## src/rtl/cmpx_accumulator.sv

```systemverilog
// -----------------------------------------------------------------------------
// cmpx_accumulator
//
// Sums COUNT complex products delivered by an external complex multiplier.
// For every term the FSM asks the multiplier for a product with a one-cycle
// mult_start pulse. It waits for a rising edge on prod_valid and captures the
// product. It then adds the sign-extended real and imaginary parts to two
// independent ACC_W-bit accumulators.
//
// States: IDLE -> REQ -> WAIT -> ACC -> (REQ ... | DONE) ; DONE -> REQ on start.
//
// Parameters
//   COUNT  number of products per accumulation (1..15)
//   ACC_W  accumulator width in bits (8..16)
//
// Ports
//   clk         in   rising-edge clock
//   rst         in   synchronous active-high reset
//   start       in   begin a new accumulation (honoured in IDLE and DONE only)
//   prod_re     in   8-bit two's complement real part of the product
//   prod_im     in   8-bit two's complement imaginary part of the product
//   prod_valid  in   multiplier done level; only its rising edge is used
//   mult_start  out  one-cycle request for the next product
//   acc_re      out  real accumulator (ACC_W, two's complement)
//   acc_im      out  imaginary accumulator (ACC_W, two's complement)
//   term_cnt    out  number of products accumulated so far
//   busy        out  high in REQ, WAIT and ACC
//   done        out  high in DONE
//   ovf         out  sticky overflow flag
//
// Configuration macro
//   CMPX_ACC_SAT_EN  defined: each accumulator saturates on signed overflow
//                    and sets the sticky ovf flag.
//                    undefined (default): accumulators wrap modulo 2^ACC_W
//                    and ovf is tied to 0.
// -----------------------------------------------------------------------------
module cmpx_accumulator #(
  parameter int COUNT = 4,
  parameter int ACC_W = 12
) (
  input  logic             clk,
  input  logic             rst,
  input  logic             start,
  input  logic [7:0]       prod_re,
  input  logic [7:0]       prod_im,
  input  logic             prod_valid,
  output logic             mult_start,
  output logic [ACC_W-1:0] acc_re,
  output logic [ACC_W-1:0] acc_im,
  output logic [3:0]       term_cnt,
  output logic             busy,
  output logic             done,
  output logic             ovf
);

  typedef enum logic [2:0] {
    ST_IDLE = 3'd0,
    ST_REQ  = 3'd1,
    ST_WAIT = 3'd2,
    ST_ACC  = 3'd3,
    ST_DONE = 3'd4
  } state_e;

  localparam logic [3:0] COUNT_C = 4'(COUNT);

  // Sign-extend an 8-bit two's complement value to the accumulator width.
  function automatic logic [ACC_W-1:0] sext8(input logic [7:0] v);
    logic signed [7:0] sv;
    sv = v;
    return ACC_W'(sv);
  endfunction

`ifdef CMPX_ACC_SAT_EN
  // Signed add with clamping; MSB of the result is the overflow indication.
  function automatic logic [ACC_W:0] sat_add(input logic [ACC_W-1:0] a,
                                             input logic [ACC_W-1:0] b);
    logic [ACC_W:0]   wide;
    logic [ACC_W-1:0] res;
    logic             o;
    wide = {a[ACC_W-1], a} + {b[ACC_W-1], b};
    // Disagreeing top two bits of the one-bit-wider sum flag signed overflow.
    case (wide[ACC_W:ACC_W-1])
      2'b01: begin
        res = {1'b0, {(ACC_W-1){1'b1}}};
        o   = 1'b1;
      end
      2'b10: begin
        res = {1'b1, {(ACC_W-1){1'b0}}};
        o   = 1'b1;
      end
      default: begin
        res = wide[ACC_W-1:0];
        o   = 1'b0;
      end
    endcase
    return {o, res};
  endfunction
`endif

  state_e           state_q;
  logic             mult_start_q;
  logic             busy_q;
  logic             done_q;
  logic [ACC_W-1:0] acc_re_q;
  logic [ACC_W-1:0] acc_im_q;
  logic [3:0]       term_cnt_q;
  logic [7:0]       cap_re_q;
  logic [7:0]       cap_im_q;
  logic             pv_prev_q;

  logic [ACC_W-1:0] acc_re_d;
  logic [ACC_W-1:0] acc_im_d;
  logic [3:0]       term_cnt_d;

`ifdef CMPX_ACC_SAT_EN
  logic             ovf_q;
  logic             ovf_re_d;
  logic             ovf_im_d;

  // Next accumulator values, each path clamped on its own.
  always_comb begin
    {ovf_re_d, acc_re_d} = sat_add(acc_re_q, sext8(cap_re_q));
    {ovf_im_d, acc_im_d} = sat_add(acc_im_q, sext8(cap_im_q));
    term_cnt_d           = term_cnt_q + 4'd1;
  end
`else
  // Next accumulator values, plain modulo-2^ACC_W wrap.
  always_comb begin
    acc_re_d   = acc_re_q + sext8(cap_re_q);
    acc_im_d   = acc_im_q + sext8(cap_im_q);
    term_cnt_d = term_cnt_q + 4'd1;
  end
`endif

  // Main FSM with registered outputs and the prod_valid edge history.
  always_ff @(posedge clk) begin
    if (rst) begin
      state_q      <= ST_IDLE;
      mult_start_q <= 1'b0;
      busy_q       <= 1'b0;
      done_q       <= 1'b0;
      acc_re_q     <= '0;
      acc_im_q     <= '0;
      term_cnt_q   <= 4'd0;
      cap_re_q     <= 8'd0;
      cap_im_q     <= 8'd0;
      pv_prev_q    <= 1'b0;
`ifdef CMPX_ACC_SAT_EN
      ovf_q        <= 1'b0;
`endif
    end else begin
      // History tracks prod_valid in every state so a level left high by the
      // previous product never looks like a fresh edge in WAIT.
      pv_prev_q    <= prod_valid;
      mult_start_q <= 1'b0;
      case (state_q)
        ST_IDLE, ST_DONE: begin
          if (start) begin
            state_q      <= ST_REQ;
            mult_start_q <= 1'b1;
            busy_q       <= 1'b1;
            done_q       <= 1'b0;
            acc_re_q     <= '0;
            acc_im_q     <= '0;
            term_cnt_q   <= 4'd0;
`ifdef CMPX_ACC_SAT_EN
            ovf_q        <= 1'b0;
`endif
          end else begin
            state_q <= state_q;
          end
        end
        ST_REQ: begin
          state_q <= ST_WAIT;
        end
        ST_WAIT: begin
          if (prod_valid && !pv_prev_q) begin
            cap_re_q <= prod_re;
            cap_im_q <= prod_im;
            state_q  <= ST_ACC;
          end else begin
            state_q <= ST_WAIT;
          end
        end
        ST_ACC: begin
          acc_re_q   <= acc_re_d;
          acc_im_q   <= acc_im_d;
          term_cnt_q <= term_cnt_d;
`ifdef CMPX_ACC_SAT_EN
          ovf_q      <= ovf_q | ovf_re_d | ovf_im_d;
`endif
          if (term_cnt_d == COUNT_C) begin
            state_q <= ST_DONE;
            busy_q  <= 1'b0;
            done_q  <= 1'b1;
          end else begin
            state_q      <= ST_REQ;
            mult_start_q <= 1'b1;
          end
        end
        default: begin
          state_q <= ST_IDLE;
          busy_q  <= 1'b0;
          done_q  <= 1'b0;
        end
      endcase
    end
  end

  assign mult_start = mult_start_q;
  assign acc_re     = acc_re_q;
  assign acc_im     = acc_im_q;
  assign term_cnt   = term_cnt_q;
  assign busy       = busy_q;
  assign done       = done_q;
`ifdef CMPX_ACC_SAT_EN
  assign ovf        = ovf_q;
`else
  assign ovf        = 1'b0;
`endif

endmodule

```

## config.mk

```make
export PLATFORM = sky130hd
export DESIGN_NAME = cmpx_accumulator
export DESIGN_NICKNAME = d
export VERILOG_FILES = /design/src/rtl/cmpx_accumulator.sv
export SDC_FILE = /design/constraint.sdc
export NUM_CORES = 1
export LEC_CHECK = 0
export CAP_MARGIN = 40
export CORE_MARGIN = 4
export CORE_UTILIZATION = 54
export DETAILED_ROUTE_END_ITERATION = 10
export HOLD_SLACK_MARGIN = 0.1
export PLACE_DENSITY = 0.87
export REMOVE_ABC_BUFFERS = 1
export SLEW_MARGIN = 20
export SYNTH_ARGS = -nofsm -noshare
export SYNTH_HDL_FRONTEND = slang
export SYNTH_SLANG_ARGS = --single-unit
```

## constraint.sdc

```tcl
create_clock -name clk -period 4.1 [get_ports clk]
set_input_delay 1.23 -clock clk [delete_from_list [all_inputs] [get_ports clk]]
set_output_delay 1.23 -clock clk [all_outputs]
set_load 0.005 [all_outputs]
```

==> impl_metrics.yaml <==
run_status:
  status: "finished clean"
power:
  p_clk_frac: 0.356
  p_leak_nw: 1.39
  internal-power_mw: 0.733
  vdd_drop_max_mv: 0.168
  swShare: 0.244
  power_density_nw_per_um2: 282
  p_sw_mw: 0.237
  power_mw: 0.970
  power_frac_seq: 0.536
  p_comb_frac: 0.108
global_route:
  gr-usage-all-layers: 0.214
  globalRouteOverflowTotal: 0
  grt_pass1_vias: 2456
  grt_first_pass_wirelength_um: 10900
  grt_max_degree: 36
  antenna_found_initial: 0
placed_design:
  placed_cell_area_um2: 3330
  dp.final_hpwl_um: 4700
  io_buffers: 50
  preCtsSetupSlack_ns: 1.11
  place.gp.congestion: 0.844
worst_setup_path:
  path_delay_family: "simple AND/OR/NAND/NOR gates"
  arrival_ns: 2.88
  critPathCaptureType: "flip-flop"
  worstReg2RegEnd: "acc_im[8]"
  worstPathRequired_ns: 4.33
  critPathKind: "in -> reg"
  cp_slowest_cell: "nor3_2"
  crit_fanout: 9
  slowest_delay_ns: 0.55
  cp-start-kind: "input port"
  cp_cell_sequence: "clkdlybuf4s50_1, nor3b_2, nor3_2, buf_4, nand2_1, o211ai_1"
  reg2reg_from: "acc_im[0]"
  reg2reg_slack_ns: 1.79
  reg2reg_depth: 8
  crit_buf_inv: 2
hold_path:
  hold_depth: 2
  min_to: "cap_im_q[4]"
  hp-start: "cap_im_q[4]"
  hp-class: "reg -> reg"
timing:
  max-slew-margin-rel: 0.470
  clock_skew_ns: 0.0100
  max_slew.worst_pin.slew_ns: 0.792
  tns_ns: 0
  fin_ws_ns: 1.45
  setup_violations: 0
  finalMaxSlewViolations: 0
  layout_min_cycle_time_ns: 2.65
  fin_hold_ws_ns: 0.463
  rsz0062_at_grt: "false"
  max_freq_ghz: 0.378
  post-route-period-util: 0.646
  hold_viol_final: 0
detailed_routing:
  post_drt_wl_per_cell_um: 14.4
  drc: 0
  dr.pass1.iters: 4
  drtIter0Drc: 157
  wirelength_um: 6420
  viasPerCell: 5.57
  antenna_left: 0
  via_count: 2478
clock_tree:
  htree_levels: 2
  root_buffer: "clkbuf_8"
  cts_buffers: 5
  holdBufCountCts: 0
  postCtsSetupBuffers: 0
  clkTransAtPathRegs_ns: 0.09
  insertion_delay_ns: 0.31
  cts_tree: "done"
  clk_path_buf_depth: 2
  ctsResizeCount: 0
  cts_num_sinks: 51
logic_synthesis:
  synth_warnings: 0
  syn-cell-area_um2: 2790
  syn_inst: 331
  synth_simple_gate_area_frac: 0.189
  synth_cell_type_count: 51
  synthMuxAreaShare: 0.00359
  synth-edff-count: 0
  synth_fa_ha_area_frac: 0.122
  yosys.area.top_type: "dfxtp_1"
  synth_flop_cell: "dfxtp_1"
  synthXorXnorAreaFrac: 0.0503
  synth.avg_cell_area_um2: 8.41
  synth.ff_latch_count: 51
  synth-compound-area-share: 0.240
  synth_top_area_share: 0.367
  yosys-top-cells-area: "dfxtp_1, ha_1, nand2_1"
  synth_top_family_by_area: "compound AO/OA/AOI/OAI gates"
  async_reset_ff_frac: 0
  yosysSeqAreaShare: 0.367
floorplanning:
  io_pins: 52
  die_w_um: 79.8
  num_rows: 25
  initial_core_util: 0.574
  die_y_um: 79.8
  dieArea_um2: 6370
  core_area_um2: 4850
final_layout:
  fin_nets: 424
  n_antenna_cell: 0
  syn2layout_area_growth_pct: 23.5
  nFillCells: 413
  final_common_cell: "nand2_1"
  final_cell_mix: "nand2_1, dfxtp_1, clkdlybuf4s50_1, a21oi_1, nor2_1"
  drive_gt1_frac: 0.0450
  fin_area_um2: 3440
job:
  cap_violations: 0
-- cell families (layout without fill, tap and decap cells) --
family,after synthesis,in the layout
flops,51,51
xor+xnor,16,16
mux,1,1
simple gates,115,115
buf+inv,17,64
compound gates,104,104
other cells,1,1
fa+ha+maj,26,26
-- worst min-delay path, stage by stage (launching register included) --
cell	delay, ns
dfxtp_1	0.32
nand2_1	0.05
a21oi_1	0.05
-- area by class of cell --
| class | instances | area, um^2 | area share |
|---|---|---|---|
| Multi-Input combinational cell | 263 | 1690 | 0.491 |
| Clock buffer | 6 | 72.6 | 0.0211 |
| Tap cell | 67 | 83.8 | 0.0244 |
| Timing Repair Buffer | 54 | 531 | 0.154 |
| Inverter | 3 | 11.3 | 0.00327 |
| Sequential cell | 51 | 1020 | 0.297 |
| Clock inverter | 1 | 30.0 | 0.00873 |
-- metrics by stage --
step	cells	util
finish	445	0.709
global route	445	0.709
detailed placement	437	0.687
global placement	436	0.685
floorplan	317	-
CTS	444	0.708
-- Yosys cell counts (3+ instances only) --
cell / number
a21oi_1: 37
buf_2: 5
nand2_1: 57
nor3_1: 3
nor2_1: 29
o21a_1: 3
xnor2_1: 9
dfxtp_1: 51
inv_1: 3
o211ai_1: 3
nand3_1: 4
clkbuf_1: 8
o21ai_1: 16
xor2_1: 7
o21ai_0: 9
ha_1: 24
a22oi_1: 9
a21o_1: 8
-- state kept, by name, indices dropped and copies added (netlist names), 3 cells and up --
name / flops
acc_re: 12
state_q: 3
term_cnt: 4
cap_im_q: 8
acc_im: 12
cap_re_q: 8
-- power groups by stage --
| stage | registers (mW) | logic, mW | clock network (mW) |
|---|---|---|---|
| 6_report | 0.519 | 0.105 | 0.346 |
| 5_1_grt | 0.522 | 0.116 | 0.369 |
| 4_1_cts | 0.519 | 0.102 | 0.354 |
| 3_5_place_dp | 0.531 | 0.101 | 0 |
| 3_3_place_gp | 0.531 | 0.0971 | 0 |
| 2_1_floorplan | 0.528 | 0.0519 | 0 |
-- worst max-delay path by stage --
stage	from	to	depth (start not counted)
global placement	start	acc_re[6]	4
global route	start	acc_im[9]	6
detailed placement	start	term_cnt[3]	5
floorplan	start	acc_re[6]	3
CTS	start	term_cnt[2]	5
finish	start	acc_im[11]	6
-- per-layer routing --
layer | routed length [um] | GRT usage | up-vias | part of all wire
li1 | - | - | 1264 | -
met5 | 0 | 0 | - | 0
met3 | 347 | 0.0463 | 8 | 0.054
met2 | 3110 | 0.374 | 60 | 0.48
met1 | 2880 | 0.256 | 1146 | 0.45
met4 | 91 | 0.0811 | 0 | 0.014
(Power assumes the default switching activity.)
